## config.mk

```make
export PLATFORM = sky130hd
export DESIGN_NAME = game_screen_fsm_flat
export DESIGN_NICKNAME = d
export VERILOG_FILES = /design/src/rtl/game_screen_if.sv /design/src/rtl/game_screen_fsm.sv /design/src/flat_wrapper.sv
export SDC_FILE = /design/constraint.sdc
export NUM_CORES = 1
export LEC_CHECK = 0
export BUFFER_PORTS_ARGS = -buffer_cell sky130_fd_sc_hd__buf_2
export CORE_MARGIN = 3
export CORE_UTILIZATION = 46
export DETAILED_ROUTE_END_ITERATION = 8
export GPL_TIMING_DRIVEN = 0
export HOLD_SLACK_MARGIN = 0.12
export PLACE_DENSITY = 0.74
export SETUP_SLACK_MARGIN = 0.02
export SKIP_CTS_REPAIR_TIMING = 1
export SLEW_MARGIN = 40
export SYNTH_ARGS = -nofsm -noshare
export SYNTH_HDL_FRONTEND = slang
export SYNTH_SLANG_ARGS = --single-unit
```

## constraint.sdc

```tcl
create_clock -name clk -period 2.2 [get_ports clk]
set_input_delay 0.55 -clock clk [delete_from_list [all_inputs] [get_ports clk]]
set_output_delay 0.55 -clock clk [all_outputs]
set_load 0.02 [all_outputs]
```

## src/rtl/game_screen_if.sv

```systemverilog
// Bundles the keyboard/score inputs and screen-select outputs of the game screen sequencer.
// The master side drives keycode and points; the slave side (the sequencer) drives the screen outputs.
interface game_screen_if #(
  parameter int N_PLAYERS = 2,
  parameter int PTS_W     = 5,
  parameter int SCR_W     = $clog2(N_PLAYERS + 3)
);
  logic [N_PLAYERS*PTS_W-1:0] i_points;
  logic [15:0]                i_keycode;
  logic [SCR_W-1:0]           o_screen;
  logic [1:0]                 o_winner;
  logic                       o_game_run;
  logic                       o_round_clr;

  modport master (
    output i_points, i_keycode,
    input  o_screen, o_winner, o_game_run, o_round_clr
  );

  modport slave (
    input  i_points, i_keycode,
    output o_screen, o_winner, o_game_run, o_round_clr
  );
endinterface

```

## src/rtl/game_screen_fsm.sv

```systemverilog
// Game screen sequencer: turns PS/2 make events and player scores into the
// START / GAME / PAUSE / RESULT(k) screen selection, with registered outputs.
module game_screen_fsm #(
  parameter int         N_PLAYERS   = 2,
  parameter int         PTS_W       = 5,
  parameter int         WIN_POINTS  = 5,
  parameter logic [7:0] KEY_START   = 8'h5A,
  parameter logic [7:0] KEY_PAUSE   = 8'h4D,
  parameter logic [7:0] KEY_RESTART = 8'h2D,
  parameter int         RES_TMO     = 0,
  parameter int         SCR_W       = $clog2(N_PLAYERS + 3)
) (
  input  logic          clk,
  input  logic          rst,
  game_screen_if.slave  bus
);

  localparam int TMO_W = (RES_TMO < 1) ? 1 : $clog2(RES_TMO + 1);
  localparam logic [TMO_W-1:0] TMO_LAST = TMO_W'((RES_TMO > 0) ? RES_TMO - 1 : 0);

  typedef enum logic [1:0] {
    S_START  = 2'd0,
    S_GAME   = 2'd1,
    S_PAUSE  = 2'd2,
    S_RESULT = 2'd3
  } state_t;

  state_t             r_state;
  state_t             w_state_nxt;
  logic [15:0]        r_keycode_q;
  logic [TMO_W-1:0]   r_tmo_cnt;
  logic [1:0]         r_winner;
  logic [1:0]         w_winner_nxt;
  logic [SCR_W-1:0]   r_screen;
  logic [SCR_W-1:0]   w_screen_nxt;
  logic               r_game_run;
  logic               r_round_clr;

  logic               w_key_evt;
  logic               w_hit_start;
  logic               w_hit_pause;
  logic               w_hit_restart;
  logic               w_tmo_done;
  logic               w_win_any;
  logic [1:0]         w_win_idx;

  // A changed keycode is one event; a break prefix (F0 xx) never is.
  assign w_key_evt     = (bus.i_keycode != r_keycode_q) && (bus.i_keycode[15:8] != 8'hF0);
  assign w_hit_start   = w_key_evt && (bus.i_keycode[7:0] == KEY_START);
  assign w_hit_pause   = w_key_evt && (bus.i_keycode[7:0] == KEY_PAUSE);
  assign w_hit_restart = w_key_evt && (bus.i_keycode[7:0] == KEY_RESTART);
  assign w_tmo_done    = (RES_TMO != 0) && (r_tmo_cnt == TMO_LAST);

  // Scanning from the top index down leaves the lowest winning player in w_win_idx.
  always_comb begin
    // NOTE: every always_comb output gets a default first, otherwise paths that skip an assignment infer a latch.
    w_win_any = 1'b0;
    w_win_idx = 2'd0;
    for (int k = N_PLAYERS - 1; k >= 0; k--) begin
      if (bus.i_points[k*PTS_W +: PTS_W] >= PTS_W'(WIN_POINTS)) begin
        w_win_any = 1'b1;
        w_win_idx = 2'(k);
      end
    end
  end

  always_comb begin
    w_state_nxt  = r_state;
    w_winner_nxt = r_winner;
    case (r_state)
      S_START:  if (w_hit_start) w_state_nxt = S_GAME;
      S_GAME: begin
        if (w_win_any) begin
          w_state_nxt  = S_RESULT;
          w_winner_nxt = w_win_idx;
        end else if (w_hit_pause) begin
          w_state_nxt = S_PAUSE;
        end
      end
      S_PAUSE:  if (w_hit_pause) w_state_nxt = S_GAME;
      S_RESULT: if (w_hit_restart || w_tmo_done) w_state_nxt = S_START;
      default:  w_state_nxt = S_START;
    endcase
  end

  always_comb begin
    w_screen_nxt = '0;
    case (w_state_nxt)
      S_GAME:   w_screen_nxt = SCR_W'(1);
      S_PAUSE:  w_screen_nxt = SCR_W'(2);
      S_RESULT: w_screen_nxt = SCR_W'(3) + SCR_W'(w_winner_nxt);
      default:  w_screen_nxt = '0;
    endcase
  end

  // Outputs are decoded from the next state so they move on the same edge as r_state.
  always_ff @(posedge clk) begin
    if (rst) begin
      r_state     <= S_START;
      r_keycode_q <= '0;
      r_tmo_cnt   <= '0;
      r_winner    <= '0;
      r_screen    <= '0;
      r_game_run  <= 1'b0;
      r_round_clr <= 1'b0;
    end else begin
      // NOTE: non-blocking assignments here so every register samples pre-edge values regardless of statement order.
      r_state     <= w_state_nxt;
      r_keycode_q <= bus.i_keycode;
      r_winner    <= w_winner_nxt;
      r_screen    <= w_screen_nxt;
      r_game_run  <= (w_state_nxt == S_GAME);
      r_round_clr <= (r_state == S_START) && (w_state_nxt == S_GAME);
      if ((r_state == S_RESULT) && (w_state_nxt == S_RESULT)) r_tmo_cnt <= r_tmo_cnt + TMO_W'(1);
      else                                                    r_tmo_cnt <= '0;
    end
  end

  assign bus.o_screen    = r_screen;
  assign bus.o_winner    = r_winner;
  assign bus.o_game_run  = r_game_run;
  assign bus.o_round_clr = r_round_clr;

endmodule

```

## src/flat_wrapper.sv

```systemverilog
// flat-port wrapper written by rule: the top's interface ports become plain ports
module game_screen_fsm_flat 
#(
  parameter int         N_PLAYERS   = 2,
  parameter int         PTS_W       = 5,
  parameter int         WIN_POINTS  = 5,
  parameter logic [7:0] KEY_START   = 8'h5A,
  parameter logic [7:0] KEY_PAUSE   = 8'h4D,
  parameter logic [7:0] KEY_RESTART = 8'h2D,
  parameter int         RES_TMO     = 0,
  parameter int         SCR_W       = $clog2(N_PLAYERS + 3)
)
  (clk, rst, bus_i_points, bus_i_keycode, bus_o_screen, bus_o_winner, bus_o_game_run, bus_o_round_clr);
  game_screen_if #(.N_PLAYERS(N_PLAYERS), .PTS_W(PTS_W), .SCR_W(SCR_W)) bus_i ();
  input  logic clk;
  input  logic rst;
  input wire logic [$bits(bus_i.i_points)-1:0] bus_i_points;
  input wire logic [$bits(bus_i.i_keycode)-1:0] bus_i_keycode;
  output wire logic [$bits(bus_i.o_screen)-1:0] bus_o_screen;
  output wire logic [$bits(bus_i.o_winner)-1:0] bus_o_winner;
  output wire logic [$bits(bus_i.o_game_run)-1:0] bus_o_game_run;
  output wire logic [$bits(bus_i.o_round_clr)-1:0] bus_o_round_clr;
  assign bus_i.i_points = bus_i_points;
  assign bus_i.i_keycode = bus_i_keycode;
  assign bus_o_screen = bus_i.o_screen;
  assign bus_o_winner = bus_i.o_winner;
  assign bus_o_game_run = bus_i.o_game_run;
  assign bus_o_round_clr = bus_i.o_round_clr;
  game_screen_fsm #(.N_PLAYERS(N_PLAYERS), .PTS_W(PTS_W), .WIN_POINTS(WIN_POINTS), .KEY_START(KEY_START), .KEY_PAUSE(KEY_PAUSE), .KEY_RESTART(KEY_RESTART), .RES_TMO(RES_TMO), .SCR_W(SCR_W)) u_core (.clk(clk), .rst(rst), .bus(bus_i));
endmodule
```

=== Word level (Yosys, flattened, before mapping) ===
Index checks and enable logic that the tools add are counted.

* Register bits: 25
* Input port bits: 28
* Output and inout bits: 7
* Logic and storage cells: 39

* Add/sub/neg operators: 1
* $lt $le $gt $ge: 2
* Equal/unequal tests: 11
* Multiplexer cells: 13
* Reduce and logical (&&, ||, !) cells: 6

{| class="wikitable"
|+ Operators by type and width
! operator !! count
|-
| $eq 8x7->1 const B || 2
|-
| $ne 16x16->1 || 1
|-
| $mux 2 || 7
|-
| $ge 5x3->1 const B || 2
|-
| $pmux 3 s3 || 1
|-
| $eq 2x2->1 const B || 4
|-
| $eq 8x6->1 const B || 1
|-
| $ne 8x8->1 const B || 1
|-
| $pmux 2 s4 || 1
|-
| $logic_and 1x1->1 || 5
|-
| $eq 2x1->1 const B || 2
|-
| $mux 1 || 4
|-
| $add 2x2->3 const A || 1
|-
| $logic_not 2->1 || 1
|}

=== Depth between registers and ports, before layout ===
Gate-level depths: netlist of the first run.

* Depth in word-level cells: 8
* Mapped depth: 7
* Depth with buffers taken out: 7

=== Worst setup path after synthesis of the first run ===
OpenSTA, ideal clock, no wires.

* Path kind: input to register
* Start point: input port bus_i_keycode[8]
* End point: register u_core.r_screen[2], in the netlist u_core.bus.o_screen[2]
* Setup time: 0.140 ns
* Arrival time: 1.932 ns
* Required time: 2.060 ns
* Setup slack: 0.129 ns
* Cell stages on the path: 6
* Path buffers: 0
* Cells stage by stage: or4_4 > o21bai_4 > nor3_2 > a21bo_1 > a211o_1 > nor4b_1

* Cells in the longest elaborated chain, start to end: 8
* Elaborated cells between the ends (all ways): 16
* Classes of those cells: eq/ne (5); mux (7); reduce/logical (4)

{| class="wikitable"
|+ RTL lines
! item !! line !! RTL
|-
| start, declared || flat_wrapper.sv:18 || <nowiki>input wire logic [$bits(bus_i.i_keycode)-1:0] bus_i_keycode;</nowiki>
|-
| $ne 16x16->1 / $ne 8x8->1 (equally long branches) || game_screen_fsm.sv:48 || <nowiki>assign w_key_evt = (bus.i_keycode != r_keycode_q) && (bus.i_keycode[15:8] != 8'hF0);</nowiki>
|-
| $logic_and 1x1->1 * || game_screen_fsm.sv:48 ||
|-
| $logic_and 1x1->1 || game_screen_fsm.sv:50 || <nowiki>assign w_hit_pause = w_key_evt && (bus.i_keycode[7:0] == KEY_PAUSE);</nowiki>
|-
| $mux 2 || game_screen_fsm.sv:76 || <nowiki>end else if (w_hit_pause) begin</nowiki>
|-
| $mux 2 || game_screen_fsm.sv:73 || <nowiki>if (w_win_any) begin</nowiki>
|-
| $pmux 2 s4 * || game_screen_fsm.sv:70 || <nowiki>case (r_state)</nowiki>
|-
| $eq 2x2->1 (tied with other cells) || n/a ||
|-
| $pmux 3 s3 * || game_screen_fsm.sv:88 || <nowiki>case (w_state_nxt)</nowiki>
|-
| end signal, assigned || game_screen_fsm.sv:111 || <nowiki>r_screen <= w_screen_nxt;</nowiki>
|-
| end, declared || game_screen_fsm.sv:34 || <nowiki>logic [SCR_W-1:0] r_screen;</nowiki>
|}

Every way passes the cells marked *; elsewhere a longest branch is shown, timed or not.
A chain may end at the register's enable or synchronous reset.

=== Worst setup path in the final report of the first run ===
* Start point: input port bus_i_keycode[0]
* End point: register u_core.r_screen[0], in the netlist u_core.bus.o_screen[0]

* Cells in the longest elaborated chain, start to end: 8
* Elaborated cells between the ends (all ways): 18
* Classes of those cells: eq/ne (7); mux (7); reduce/logical (4)

{| class="wikitable"
|+ RTL lines
! item !! line
|-
| $ne 16x16->1 || game_screen_fsm.sv:48
|-
| $logic_and 1x1->1 || game_screen_fsm.sv:48
|-
| $logic_and 1x1->1 || game_screen_fsm.sv:50
|-
| $mux 2 || game_screen_fsm.sv:76
|-
| $mux 2 || game_screen_fsm.sv:73
|-
| $pmux 2 s4 * || game_screen_fsm.sv:70
|-
| $eq 2x2->1 (tied with other cells) || n/a
|-
| $pmux 3 s3 * || game_screen_fsm.sv:88
|}

Marks and branches as above.

==> results of run 1 <==
sequential cells by signal, indices dropped and copies added, names as in the netlist:
name,cells
u_core.r_keycode_q,16
u_core.bus.o_screen,3
u_core.bus.o_winner,2
u_core.r_state,2
u_core.bus.o_game_run,1
u_core.bus.o_round_clr,1
cell type report:
| cell class | instances | area share [%] |
|---|---|---|
| inverter | 1 | 0.285 |
| multi-input combinational | 83 | 43.6 |
| clock buffer | 4 | 2.00 |
| timing repair buffer | 34 | 12.9 |
| buffer | 2 | 0.570 |
| sequential | 25 | 38.0 |
| tap | 27 | 2.57 |
Yosys cell counts (all sizes together):
library cell / number / area, um^2
nor4: 6 / 37.5
and3b: 1 / 8.76
o21ai: 3 / 15.0
o21bai: 1 / 18.8
nand3b: 1 / 7.51
a31oi: 1 / 6.26
nor2b: 18 / 113
ha: 1 / 12.5
nand4: 3 / 18.8
a211oi: 1 / 12.5
a211o: 1 / 8.76
a21oi: 4 / 20.0
inv: 1 / 3.75
nor3: 3 / 20.0
a21bo: 1 / 10.0
a21o: 1 / 7.51
nand2: 5 / 18.8
nor2: 8 / 30.0
xor2: 16 / 140
dfxtp: 25 / 500
o31ai: 1 / 7.51
nor4b: 2 / 17.5
and3: 1 / 6.26
nand2b: 2 / 12.5
or4: 1 / 11.3
clkbuf: 2 / 7.51
nand3: 1 / 5.00
routing by layer:
layer	GRT usage, %	up-vias	share of wire (%)
li1	-	458	-
met1	22.8	410	46
met2	27.9	19	48
met3	3.00	4	4.7
met4	6.22	0	0.90
met5	0	-	0
worst max-delay path, stage by stage:
cell and delay (ns):
buf_2 0.13, xor2_1 0.15, nor4_1 0.40, nand4_1 0.28
a21bo_1 0.23, a211o_1 0.35, a211oi_2 0.22
power by group:
part           switching, mW  total, mW  internal, mW
Combinational         0.0472     0.0932        0.0461
Clock                  0.127      0.198        0.0707
Sequential           0.00686      0.476         0.469
worst paths after layout:
| path | to | slack, ns | from | depth (start not counted) |
|---|---|---|---|---|
| max | u_core.bus.o_screen[0] | 0.13 | bus_i_keycode[0] | 7 |
| min | u_core.r_keycode_q[15] | 0.47 | rst | 2 |
| max reg2reg | u_core.bus.o_screen[0] | 0.15 | u_core.r_keycode_q[1] | 6 |
| min reg2reg | u_core.bus.o_winner[1] | 0.51 | u_core.bus.o_winner[1] | 2 |
kinds of logic after synthesis:
group,Yosys count
AND/OR/NAND/NOR,52
flip-flops,25
XOR/XNOR,16
AO/OA/AOI/OAI,14
buffers and inverters,3
adder cells (fa/ha/maj),1
==> flow_metrics.tcl, run 1 <==
set metrics [dict create \
    status "complete, no violations" \
    critPathKind "in2reg" \
    synth_warnings 0 \
    portBuffers 34 \
    vdd_ir_drop_max_uv 352 \
    ant_nets 0 \
    dr.pass1.iters 4 \
    antenna_found_initial 0 \
    start_util_pct 51.7 \
    track_usage_pct 17.2 \
    die-area_um2 2960 \
    drc_errors 0 \
    maxSlewViolCount 0 \
    synth.area.mux_share_pct 0 \
    powerDensity_nw_per_um2 582 \
    leakage_nw 0.607 \
    area_growth_pct 22.2 \
    cts_buffer_depth 2 \
    skew_ns 0.00611 \
    clk_pin_slew_ns 0.13 \
    nFillCells 184 \
    final_cell_mix "34 x buf_2, 25 x dfxtp_1, 18 x nor2b_1" \
    clk_latency_ns 0.31 \
    final-hold-violation-count 0 \
    synth-seq-cells 25 \
    fin_cells 176 \
    synth.net_count 140 \
    period_needed_ns 2.07 \
    layout.area.seq_um2 500 \
    fin_area_um2 1320 \
    dp_cells 172 \
    rsz0062_at_grt "false" \
    hold_ws_ns 0.474 \
    grt_pass1_wl_um 3640 \
    cts_max_level 1 \
    cp-end-kind "flip-flop" \
    hpwl_um 1740 \
    nNetsFinal 179 \
    synth_xor_area_share_pct 13.0 \
    total_power_mw 0.767 \
    routed_via_density 5.06 \
    cts.sinks 25 \
    setup_tns_ns 0 \
    drt_iter0_drc 9 \
    die_w_um 54.4 \
    synthSimpleGateAreaFrac_pct 28.5 \
    wire_per_inst_um 12.0 \
    cp_max_fo 5 \
    final_util_pct 63.2 \
    synth_cell_types 28 \
    final_common_cell "buf_2" \
    place_ws_ns -0.206 \
    ios 35 \
    core_area_um2 2080 \
    relSlewSlack_pct 70.3 \
    cts_tree "built" \
    cts_buffers 3 \
    synth_area_um2 1080 \
    cap_violations 0 \
    worst-endpoint-required_ns 2.44 \
    synth.avg_cell_area_um2 9.71 \
    layout-drive-gt1-share_pct 28.9 \
    fin_ws_ns 0.126 \
    dr_total_vias 891 \
    yosysSeqAreaShare_pct 46.5 \
    cts-root-buf "clkbuf_4" \
    grt_max_degree 14 \
    synth_compound_area_share_pct 9.87 \
    hold_path_class "in2reg" \
    yosys.area_share.adder_pct 1.16 \
    diodes 0 \
    start_kind "primary input" \
    synthCells 111 \
    overflow 0 \
    row_count 16 \
    multi_input_area_um2 574 \
    synth_top_family_by_area "simple AND/OR/NAND/NOR gates" \
    dpl_cell_area_um2 1280 \
    grt_pass1_vias 848 \
    gp_congestion 0.731 \
    tightest_slew_ns 0.445 \
    dieHeight_um 54.4 \
    finalCritPeriodShare_pct 94.3 \
    setup_viol 0 \
    wl_um 2120 \
    cp.arrival_ns 2.31 \
    clock.fmax_mhz 482 \
]
(Power assumes the default switching activity.)
==> run 2: changes to the inputs <==
MAX_ROUTING_LAYER = met4   (was unset)
==> flow_metrics.tcl, run 2 (same netlist as run 1, synthesis figures left out) <==
set metrics [dict create \
    hpwl_um 1740 \
    cts_tree "built" \
    cp-end-kind "flip-flop" \
    top_register "u_core.r_keycode_q" \
    row_count 16 \
    hold_path_class "in2reg" \
    skew_ns 0.00623 \
    fin_ws_ns 0.127 \
    track_usage_pct 17.7 \
    period_needed_ns 2.07 \
    cts-root-buf "clkbuf_4" \
    area_growth_pct 22.2 \
    leakage_nw 0.607 \
    critPathKind "in2reg" \
    final-hold-violation-count 0 \
    largest_reg_flops 16 \
    setup_viol 0 \
    clk_latency_ns 0.31 \
    start_util_pct 51.7 \
    p_int_mw 0.586 \
    layout-drive-gt1-share_pct 28.9 \
    cts_max_level 1 \
    fin_area_um2 1320 \
    core_area_um2 2080 \
    final_common_cell "buf_2" \
    multi_input_area_um2 574 \
    final_util_pct 63.2 \
    cts_buffers 3 \
    nNetsFinal 179 \
    nFillCells 184 \
    overflow 0 \
    wl_um 2120 \
    dr_total_vias 891 \
    clk_pin_slew_ns 0.13 \
    start_kind "primary input" \
    relSlewSlack_pct 70.3 \
    layout.area.seq_um2 500 \
    ant_nets 0 \
    drc_errors 0 \
    cap_violations 0 \
    place_ws_ns -0.206 \
    final_cell_mix "34 x buf_2, 25 x dfxtp_1, 18 x nor2b_1" \
    grt_pass1_vias 849 \
    rsz0062_at_grt "false" \
    status "complete, no violations" \
    cp.arrival_ns 2.31 \
    dpl_cell_area_um2 1280 \
    cts.sinks 25 \
    diodes 0 \
    antenna_found_initial 0 \
    wire_per_inst_um 12.1 \
    p_clk_share_pct 25.8 \
    comb_power_share_pct 12.2 \
    vdd_ir_drop_max_uv 352 \
    maxSlewViolCount 0 \
    portBuffers 34 \
    clock.fmax_mhz 482 \
    sequentialPowerShare_pct 62.0 \
    drt_iter0_drc 9 \
    cts_buffer_depth 2 \
    worst-endpoint-required_ns 2.44 \
    gp_congestion 0.740 \
    routed_via_density 5.06 \
    grt_pass1_wl_um 3650 \
    ios 35 \
    grt_max_degree 14 \
    powerDensity_nw_per_um2 583 \
    dr.pass1.iters 4 \
    die-area_um2 2960 \
    die_w_um 54.4 \
    switching_share_pct 23.6 \
    dieHeight_um 54.4 \
    tightest_slew_ns 0.445 \
    cp_max_fo 5 \
    finalCritPeriodShare_pct 94.2 \
    netSwitchingPower_mw 0.181 \
]
run 2: cell type report:
class                      count  share of cell area (%)
multi-input combinational     83                    43.6
sequential                    25                    38.0
timing repair buffer          34                    12.9
tap                           27                    2.57
clock buffer                   4                    2.00
buffer                         2                   0.570
inverter                       1                   0.285
run 2: per-stage QoR:
step,power (mW),hold slack [ns],setup TNS (ns),instances
2_1_floorplan,0.533,0.480,0,111
3_5_place_dp,0.580,0.492,-1.26,172
3_3_place_gp,0.575,0.486,-0.708,172
6_report,0.767,0.474,0,176
5_1_grt,0.801,0.488,0,176
4_1_cts,0.774,0.471,0,176
run 2: final timing paths:
kind | slack (ns) | depth (start not counted) | start | endpoint
setup reg to reg | 0.15 | 6 | u_core.r_keycode_q[1] | u_core.bus.o_screen[0]
hold / removal | 0.47 | 2 | rst | u_core.r_keycode_q[15]
setup / recovery | 0.13 | 7 | bus_i_keycode[0] | u_core.bus.o_screen[0]
hold reg to reg | 0.51 | 2 | u_core.bus.o_winner[1] | u_core.bus.o_winner[1]
run 2: worst max-delay path: stages:
cell and delay [ns]:
buf_2 0.13, xor2_1 0.15, nor4_1 0.40, nand4_1 0.28, a21bo_1 0.23, a211o_1 0.35, a211oi_2 0.22
run 2: power by group through the flow:
| stage | Sequential (mW) | Clock (mW) | Combinational (mW) |
|---|---|---|---|
| floorplan | 0.485 | 0 | 0.0474 |
| global placement | 0.485 | 0 | 0.0892 |
| detailed placement | 0.486 | 0 | 0.0936 |
| CTS | 0.476 | 0.204 | 0.0943 |
| global route | 0.478 | 0.218 | 0.105 |
| finish | 0.476 | 0.198 | 0.0934 |
run 2: layer usage:
metal | vias to the layer above | GRT usage [%] | share of wire, %
met1 | 410 | 22.9 | 46
li1 | 458 | - | -
met2 | 19 | 27.9 | 48
met5 | - | - | 0
met3 | 4 | 2.72 | 4.6
met4 | 0 | 6.22 | 0.85
